### src/rtl/arb_pkg.sv
// arb_pkg -- shared definitions for the FIFO merge arbiter.
//   arb_state_t : arbiter FSM states (IDLE, BURST, LOCK)
//   clog2_min1  : ceil(log2(n)) clamped to at least 1, for index widths
//   DEF_*       : default CHANNELS / DATA_WIDTH / MAX_BURST
package arb_pkg;

  typedef enum logic [1:0] {
    IDLE  = 2'd0,
    BURST = 2'd1,
    LOCK  = 2'd2
  } arb_state_t;

  localparam int DEF_CHANNELS   = 6;
  localparam int DEF_DATA_WIDTH = 32;
  localparam int DEF_MAX_BURST  = 1;

  function automatic int clog2_min1(input int n);
    int r;
    r = 0;
    for (int v = n - 1; v > 0; v = v >> 1) begin
      r = r + 1;
    end
    return (r < 1) ? 1 : r;
  endfunction

endpackage

### src/rtl/rr_pick.sv
// rr_pick -- rotating-base priority encoder (combinational).
//   req    in  N   request vector
//   base   in  IW  index searched first; search wraps from N-1 to 0
//   onehot out N   one-hot of the first set request at or after base
//   idx    out IW  index of that request
//   any    out 1   at least one request set
module rr_pick #(
  parameter int N  = 6,
  parameter int IW = 3
) (
  input  logic [N-1:0]  req,
  input  logic [IW-1:0] base,
  output logic [N-1:0]  onehot,
  output logic [IW-1:0] idx,
  output logic          any
);

  genvar gi;

  // Pick the request with the smallest wrapped distance from base.
  always_comb begin
    int best_d;
    int d;
    best_d = N;
    d      = 0;
    idx    = '0;
    any    = 1'b0;
    for (int j = 0; j < N; j++) begin
      d = j - int'(base);
      if (d < 0) d = d + N;
      if (req[j] && (d < best_d)) begin
        best_d = d;
        idx    = IW'(j);
        any    = 1'b1;
      end
    end
  end

  generate
    for (gi = 0; gi < N; gi++) begin : g_onehot
      assign onehot[gi] = any && (idx == IW'(gi));
    end
  endgenerate

endmodule

### src/rtl/fifo_merge_arbiter.sv
// fifo_merge_arbiter -- merges CHANNELS first-word-fall-through sources into
// one registered stream with round-robin, burst and lock arbitration.
//   BUS_CLK, BUS_RST  clock, synchronous active-high reset
//   WRITE_REQ  in   per-channel source not empty
//   HOLD_REQ   in   per-channel request to keep the grant
//   ENABLE     in   per-channel participation mask
//   DATA_IN    in   flattened source words, channel k at [k*DATA_WIDTH +: DATA_WIDTH]
//   READ_GRANT out  one-hot pop strobe (combinational)
//   READY_IN   in   downstream accepts DATA_OUT
//   WRITE_OUT  out  DATA_OUT valid (registered)
//   DATA_OUT   out  merged word (registered)
//   DATA_CH    out  source channel of DATA_OUT (registered)
//   WORD_COUNT out  per-channel 16-bit saturating transfer counters, present
//                   only when FIFO_MERGE_ARBITER_WORD_COUNT_EN is defined
module fifo_merge_arbiter
  import arb_pkg::*;
#(
  parameter int CHANNELS   = DEF_CHANNELS,
  parameter int DATA_WIDTH = DEF_DATA_WIDTH,
  parameter int MAX_BURST  = DEF_MAX_BURST,
  localparam int CW        = clog2_min1(CHANNELS)
) (
  input  logic                           BUS_CLK,
  input  logic                           BUS_RST,
  input  logic [CHANNELS-1:0]            WRITE_REQ,
  input  logic [CHANNELS-1:0]            HOLD_REQ,
  input  logic [CHANNELS-1:0]            ENABLE,
  input  logic [CHANNELS*DATA_WIDTH-1:0] DATA_IN,
  output logic [CHANNELS-1:0]            READ_GRANT,
  input  logic                           READY_IN,
  output logic                           WRITE_OUT,
  output logic [DATA_WIDTH-1:0]          DATA_OUT,
`ifdef FIFO_MERGE_ARBITER_WORD_COUNT_EN
  output logic [CHANNELS*16-1:0]         WORD_COUNT,
`endif
  output logic [CW-1:0]                  DATA_CH
);

  genvar gi;

  arb_state_t            state_reg, state_next;
  logic [CW-1:0]         last_reg, last_next;
  logic [7:0]            cnt_reg, cnt_next;
  logic                  write_out_reg;
  logic [DATA_WIDTH-1:0] data_out_reg;
  logic [CW-1:0]         data_ch_reg;

  logic [CHANNELS-1:0]   eligible, last_sel, grant_vec, rr_vec;
  logic [CW-1:0]         base, grant_idx, rr_idx;
  logic                  free, rr_any, stay, lock_keep, grant_any, hold_on_grant;
  logic                  last_elig, last_hold, last_en;
  logic [DATA_WIDTH-1:0] sel_data;

  assign eligible = WRITE_REQ & ENABLE;
  assign free     = !write_out_reg || READY_IN;
  assign base     = (last_reg == CW'(CHANNELS - 1)) ? '0 : last_reg + CW'(1);

  generate
    for (gi = 0; gi < CHANNELS; gi++) begin : g_last_sel
      assign last_sel[gi] = (last_reg == CW'(gi));
    end
  endgenerate

  assign last_elig = |(eligible & last_sel);
  assign last_hold = |(HOLD_REQ & last_sel);
  assign last_en   = |(ENABLE & last_sel);

  rr_pick #(.N(CHANNELS), .IW(CW)) u_pick (
    .req    (eligible),
    .base   (base),
    .onehot (rr_vec),
    .idx    (rr_idx),
    .any    (rr_any)
  );

  always_comb begin
    state_next = state_reg;
    last_next  = last_reg;
    cnt_next   = cnt_reg;
    stay       = 1'b0;
    lock_keep  = 1'b0;
    case (state_reg)
      BURST:   stay      = last_elig && (cnt_reg < 8'(MAX_BURST)) && !last_hold;
      LOCK:    lock_keep = last_hold && last_en;
      default: ;
    endcase
    // A held channel that is momentarily empty gets no grant, and neither
    // does anyone else: the lock stays parked on it.
    if (stay || lock_keep) begin
      grant_any = last_elig;
      grant_vec = last_elig ? last_sel : '0;
      grant_idx = last_reg;
    end else begin
      grant_any = rr_any;
      grant_vec = rr_vec;
      grant_idx = rr_idx;
    end
    if (BUS_RST || !free) begin
      grant_any = 1'b0;
      grant_vec = '0;
    end
    hold_on_grant = |(HOLD_REQ & grant_vec);
    // Arbitration only advances when the output register can take a word.
    if (free && !BUS_RST) begin
      if (grant_any) begin
        last_next  = grant_idx;
        state_next = hold_on_grant ? LOCK : BURST;
        cnt_next   = stay ? cnt_reg + 8'd1 : 8'd1;
      end else if (!lock_keep) begin
        state_next = IDLE;
      end
    end
    READ_GRANT = grant_vec;
  end

  always_comb begin
    sel_data = '0;
    for (int i = 0; i < CHANNELS; i++) begin
      if (grant_vec[i]) sel_data = DATA_IN[i*DATA_WIDTH +: DATA_WIDTH];
    end
  end

  always_ff @(posedge BUS_CLK) begin
    if (BUS_RST) begin
      state_reg     <= IDLE;
      last_reg      <= CW'(CHANNELS - 1);
      cnt_reg       <= '0;
      write_out_reg <= 1'b0;
      data_out_reg  <= '0;
      data_ch_reg   <= '0;
    end else begin
      state_reg <= state_next;
      last_reg  <= last_next;
      cnt_reg   <= cnt_next;
      if (free) begin
        write_out_reg <= grant_any;
        if (grant_any) begin
          data_out_reg <= sel_data;
          data_ch_reg  <= grant_idx;
        end
      end
    end
  end

  assign WRITE_OUT = write_out_reg;
  assign DATA_OUT  = data_out_reg;
  assign DATA_CH   = data_ch_reg;

`ifdef FIFO_MERGE_ARBITER_WORD_COUNT_EN
  logic xfer;
  assign xfer = write_out_reg && READY_IN;

  generate
    for (gi = 0; gi < CHANNELS; gi++) begin : g_wc
      logic [15:0] wc_reg;
      always_ff @(posedge BUS_CLK) begin
        if (BUS_RST) begin
          wc_reg <= '0;
        end else if (xfer && (data_ch_reg == CW'(gi)) && (wc_reg != 16'hFFFF)) begin
          wc_reg <= wc_reg + 16'd1;
        end
      end
      assign WORD_COUNT[gi*16 +: 16] = wc_reg;
    end
  endgenerate
`endif

endmodule
### config.mk
export PLATFORM = sky130hd
export DESIGN_NAME = fifo_merge_arbiter
export DESIGN_NICKNAME = d
export VERILOG_FILES = /design/src/rtl/arb_pkg.sv /design/src/rtl/rr_pick.sv /design/src/rtl/fifo_merge_arbiter.sv
export SDC_FILE = /design/constraint.sdc
export NUM_CORES = 1
export LEC_CHECK = 0
export CAP_MARGIN = 10
export CORE_MARGIN = 3
export CORE_UTILIZATION = 38
export DETAILED_ROUTE_END_ITERATION = 7
export PLACE_DENSITY = 0.79
export SLEW_MARGIN = 20
export SYNTH_ARGS = -nofsm -noshare
export SYNTH_HDL_FRONTEND = slang
export SYNTH_HIERARCHICAL = 1
export SYNTH_SLANG_ARGS = --single-unit
### constraint.sdc
create_clock -name BUS_CLK -period 11.3 [get_ports BUS_CLK]
set_input_delay 1.695 -clock BUS_CLK [delete_from_list [all_inputs] [get_ports BUS_CLK]]
set_output_delay 1.695 -clock BUS_CLK [all_outputs]
set_load 0.02 [all_outputs]
==> flow_metrics.py, run 1 <==
metrics = {
    "run_status": {
        "outcome": "finished, final reports clean",
    },
    "grt": {
        "grt_pass1_vias": 6288,
        "track_usage": 0.275,
        "grt_pass1_wl_mm": 32.8,
        "grt_max_degree": 47,
        "overflow": 0,
        "antenna_found_initial": 0,
    },
    "critical_path": {
        "timing.rr.end": "DATA_OUT[12]",
        "crit_top_cell": "nand2b_1",
        "start_kind": "primary input",
        "r2r-start": "last_reg[1]",
        "crit_end": "READ_GRANT[3]",
        "startpoint": "WRITE_REQ[0]",
        "crit_type": "primary input to output pin",
        "r2r_cells": 52,
        "cpPeakStageDelay_ps": 460,
        "arrival_ps": 9380,
        "endpoint_kind": "output pin",
        "rrSetupSlack_ps": 1150,
        "cp_max_fo": 4,
        "worstPathRequired_ps": 9610,
        "critPathSlowestCell": "clkdlybuf4s50_1",
    },
    "layout": {
        "final_cells": 1145,
        "fillers": 1158,
        "antenna_cells": 0,
        "layout-drive-gt1-share": 0.141,
        "layout_common_cells": "clkdlybuf4s50_1, and3_1, buf_4",
        "layout-area-overhead-vs-synth_pct": 65.2,
        "multi_input_area_sq_um": 4120,
        "seqCellArea_sq_um": 981,
        "layout_commonest_cell": "clkdlybuf4s50_1",
        "largest_reg_flops": 32,
        "fin_area_sq_um": 8570,
        "final_nets": 1208,
    },
    "timing": {
        "slew_headroom": 0.263,
        "period_needed_ps": 11070,
        "hold_viol_final": 0,
        "tightest_slew_ps": 1110,
        "slew_violations": 0,
        "hold_slack_ps": 489,
        "fin_crit_sh": 0.980,
        "max_freq_mhz": 90.3,
        "skew_ps": 6.90,
        "setup_violations": 0,
    },
    "die": {
        "die_y_um": 123,
        "core_area_sq_um": 13300,
        "initial_core_util": 0.390,
        "die_w_um": 123,
        "io-pin-count": 255,
        "rows": 42,
        "die-area_sq_um": 15100,
    },
    "detailed_routing": {
        "postRouteAntennaNets": 0,
        "drc": 0,
        "drtPass1Iterations": 5,
        "drt_wl_total_mm": 22.7,
        "drtIter0Drc": 551,
        "post_drt_wl_per_cell_um": 19.8,
        "routed_via_density": 5.86,
        "vias": 6707,
    },
    "power": {
        "p_total_mw": 2.78,
        "vdd_drop_max_v": 0.000293,
        "p_per_area_nw_per_um2": 325,
        "p_leak_nw": 3.55,
    },
    "synthesis": {
        "avgSynthCellArea_sq_um": 7.40,
        "synth_top_cells_by_area": "dfxtp_1, and3_1, ha_1, a221o_1, a211oi_1",
        "syn_area_sq_um": 5190,
        "synth.largest_area_cell": "dfxtp_1",
        "ys_seq_area_frac": 0.189,
        "ys_types": 73,
        "synth_edf_count": 0,
        "synth_ff_type": "dfxtp_1",
        "synthCells": 701,
        "synth_seq_cells": 49,
        "yosysWarnings": 6,
        "async_flop_share": 0,
        "yosys.area.top_type_share": 0.189,
    },
    "clocking": {
        "cts_buffer_depth": 2,
        "h-tree-depth": 2,
        "clock-root-buffer": "clkbuf_16",
        "cts.sinks": 49,
        "clk-insertion-delay-late_ps": 290,
        "cts_tree": "built",
        "cts.clk_slew.worst_paths_ps": 70,
        "cts-buffers-inserted": 5,
    },
    "flow_run": {
        "cap_viol_max_count": 0,
    },
    "min_path": {
        "hold_class": "register to register",
        "worstHoldStart": "state_reg[0]",
    },
    "placed_design": {
        "hpwlAfterDp_mm": 17.1,
        "dpl.cell_count": 1129,
        "io_buffers": 254,
        "placed_cell_area_sq_um": 8140,
        "place.gp.congestion": 0.970,
    },
}
synth_stat cells, drive strengths merged (5+ instances only):
master / number
clkbuf: 39
nand2: 61
ha: 27
a221o: 32
nor2: 38
nand4: 8
buf: 18
mux2: 5
nand3b: 24
a22oi: 35
o21ai: 48
nor3: 9
nand3: 23
nand2b: 10
a31oi: 6
and2: 12
nor2b: 9
inv: 27
a211oi: 41
mux2i: 13
dfxtp: 49
and3: 72
a21oi: 26
a21o: 5
repair_timing:
action                     4_1_cts  5_1_grt
setup buffers                    0        8
hold buffers                     0        0
resized for setup               15       53
cloned                           0        0
setup endpoints to repair        6        6
pin swaps                        1       19
routing by layer:
| metal | track usage | routed length, um | up-vias |
|---|---|---|---|
| met1 | 0.363 | 9250 | 3146 |
| met2 | 0.462 | 11500 | 331 |
| li1 | - | - | 3189 |
| met3 | 0.0387 | 1400 | 41 |
| met5 | 0 | 0 | - |
| met4 | 0.0875 | 549 | 0 |
how the worst min path moves through the flow:
| stage | to | slack [ps] | depth (start not counted) |
|---|---|---|---|
| final | state_reg[0] | 490 | 2 |
| after global routing | state_reg[0] | 520 | 2 |
| after CTS | state_reg[0] | 480 | 2 |
| after detailed placement | state_reg[0] | 470 | 2 |
| after global placement | state_reg[0] | 460 | 2 |
| after floorplan | state_reg[0] | 450 | 2 |
area by class of cell:
class,instances,share of cell area
Sequential cell,49,0.114
Tap cell,176,0.0257
Inverter,28,0.0123
Clock inverter,2,0.00190
Clock buffer,6,0.0162
Multi-Input combinational cell,568,0.480
Timing Repair Buffer,316,0.349
metrics by stage:
stage / utilization / setup TNS (ps) / worst slack, ps
final: 0.645 / 0 / 229
after global routing: 0.645 / -457 / -104
after CTS: 0.625 / 0 / 12.4
after detailed placement: 0.612 / -2210 / -480
after global placement: 0.612 / -488 / -175
after floorplan: - / 0 / 70.7
logic make-up (layout without fill, tap and decap cells):
| group | after synthesis | count (layout) | share of synthesized area |
|---|---|---|---|
| fa+ha+maj | 28 | 28 | 0.0671 |
| flops | 49 | 49 | 0.189 |
| buf+inv | 85 | 352 | 0.0697 |
| mux | 18 | 18 | 0.0359 |
| simple gates | 285 | 285 | 0.301 |
| xor+xnor | 7 | 7 | 0.0133 |
| other cells | 1 | 2 | 0.000723 |
| compound gates | 228 | 228 | 0.323 |
report_power, final:
part           total, mW  switching, mW  internal (mW)
Sequential         0.285         0.0374          0.248
Clock              0.163         0.0738         0.0893
Combinational       2.34           1.32           1.02
Total               2.78           1.43           1.35
worst max-delay path, delay by kind of cell:
| family | cells | cell delay [ps] |
|---|---|---|
| muxes | 3 | 810 |
| AOI/OAI and AO/OA | 13 | 2140 |
| adders and majority gates | 5 | 1270 |
| buffers and inverters | 5 | 940 |
| and+or+nand+nor | 17 | 2510 |
No activity file was read; power rests on OpenSTA's default activity.
==> run 2, diff against run 1 <==
Settings changed: CAP_MARGIN 10 to 20.
==> results of run 2 <==
Final layout, timing and power as in run 1 (identical DEF).
==> run 3, diff against run 2 <==
Settings changed: CORE_UTILIZATION 38 to 40, PLACE_DENSITY 0.79 to 0.8, SETUP_SLACK_MARGIN set to 0.05.
Clock period 11.3 ns to 14.06 ns, I/O delays scaled along.
==> run 3 against run 2 <==
  * Clock power down 15%
  * Count of clock-buffer cells in the layout down 1
  * Routed wire length down 2.6%
  * Sequential power down 19%
  * Sequential share of layout area up 0.70 points
  * Global-route usage up 1.6 points
  * Combinational power down 32%
  * First-iteration DRC count down 4.4%
  * Total power down 29%
  * Largest power group unchanged
==> flow_metrics.py, run 3 (synthesis results as in run 1) <==
metrics = {
    "run_status": {
        "outcome": "finished, final reports clean",
    },
    "clocking": {
        "cts_hold_buf": 0,
        "h-tree-depth": 2,
        "clock-root-buffer": "clkbuf_16",
        "cts.clk_slew.worst_paths_ps": 70,
        "clk-insertion-delay-late_ps": 290,
        "cts_buffer_depth": 2,
        "cts.sinks": 49,
        "cts_tree": "built",
        "cts-buffers-inserted": 5,
    },
    "detailed_routing": {
        "vias": 6464,
        "drtPass1Iterations": 5,
        "drt_wl_total_mm": 22.1,
        "drc": 0,
        "routed_via_density": 5.89,
        "drtIter0Drc": 527,
        "post_drt_wl_per_cell_um": 20.1,
        "postRouteAntennaNets": 0,
    },
    "layout": {
        "final_nets": 1168,
        "layout_common_cells": "clkdlybuf4s50_1, and3_1, nand2_1",
        "layout-area-overhead-vs-synth_pct": 55.7,
        "largest_reg_flops": 32,
        "finish.utilization": 0.653,
        "layout_commonest_cell": "clkdlybuf4s50_1",
        "layout-drive-gt1-share": 0.0635,
    },
    "critical_path": {
        "worstPathRequired_ps": 11950,
        "cpLargestDelayFamily": "simple AND/OR/NAND/NOR gates",
        "endpoint_kind": "output pin",
        "crit_buf_inv": 3,
        "critPathSlowestCell": "clkdlybuf4s50_1",
        "cp_max_fo": 7,
        "cpPeakStageDelay_ps": 640,
        "crit_top_cell": "ha_1",
        "arrival_ps": 11070,
        "crit_type": "primary input to output pin",
        "start_kind": "primary input",
    },
    "die": {
        "io-pin-count": 255,
        "initial_core_util": 0.420,
        "die_w_um": 120,
        "core_area_sq_um": 12400,
        "die_y_um": 120,
        "die-area_sq_um": 14400,
        "rows": 40,
    },
    "placed_design": {
        "place.gp.congestion": 0.988,
        "io_buffers": 254,
        "hpwlAfterDp_mm": 17.2,
    },
    "timing": {
        "skew_ps": 13.9,
        "tns_ps": 0,
        "rsz0062_at_grt": "false",
        "tightest_slew_ps": 936,
        "max_freq_mhz": 75.9,
        "fin_crit_sh": 0.937,
        "hold_viol_final": 0,
        "setup_violations": 0,
        "slew_violations": 0,
        "period_needed_ps": 13180,
        "slew_headroom": 0.376,
    },
    "grt": {
        "grt_pass1_wl_mm": 33.6,
        "met3_usage": 0.0561,
        "track_usage": 0.291,
        "busiest_layer": "met2",
        "grt_max_degree": 47,
        "overflow": 0,
        "grt_pass1_vias": 6211,
        "grt_use_met2": 0.504,
        "antenna_found_initial": 1,
        "grt.met1_usage": 0.359,
    },
    "flow_run": {
        "cap_viol_max_count": 0,
    },
    "power": {
        "p_per_area_nw_per_um2": 245,
        "p_leak_nw": 3.31,
        "vdd_drop_max_v": 0.000121,
    },
    "min_path": {
        "hold_class": "register to register",
    },
}
[run 3: per-stage QoR]
step                      setup slack (ps)  cells  area, sq um  power (mW)  hold WS [ps]
after floorplan                       1890    702         5190        1.33           450
after global placement                 783   1086         7870        1.81           471
after detailed placement               646   1086         7870        1.81           469
after CTS                              428   1094         8040        1.95           483
after global routing                  71.8   1098         8080        2.15           520
final                                  881   1098         8080        1.98           489
[run 3: final cells by class]
class | count | area, sq um
fillers | 1134 | 4290
multi-input cells | 568 | 3890
flip-flops and latches | 49 | 981
diodes | 1 | 2.50
clock inverters | 3 | 43.8
well taps | 168 | 210
inverters | 28 | 105
clock buffers | 5 | 125
repair buffers | 276 | 2720
[run 3: path summary, 6_finish.rpt]
check | slack, ps | cells after the start | to | start
hold reg to reg | 490 | 2 | state_reg[0] | state_reg[0]
setup reg to reg | 2400 | 50 | DATA_OUT[13] | last_reg[1]
hold / removal | 490 | 2 | state_reg[0] | state_reg[0]
setup / recovery | 880 | 42 | READ_GRANT[1] | ENABLE[0]
[run 3: report_power, final]
group	internal (mW)	switching, mW	leakage, nW
Combinational	0.653	0.952	2.82
Sequential	0.199	0.0318	0.406
Clock	0.0843	0.0550	0.0842
Total	0.936	1.04	3.31
[run 3: timing repair]
action | 4_1_cts | 5_1_grt
setup endpoints to repair | 0 | 6
gates resized for setup | 0 | 3
buffers inserted | 0 | 2
[run 3: tightest hold or removal path: stages, from the launching register on]
cell and delay, ps:
dfxtp_1 330, nand2_1 60, a21oi_1 50
[run 3: routing by layer]
metal	part of all wire	vias up
li1	-	3113
met1	0.40	3004
met2	0.50	299
met3	0.071	48
met4	0.029	0
met5	0	-
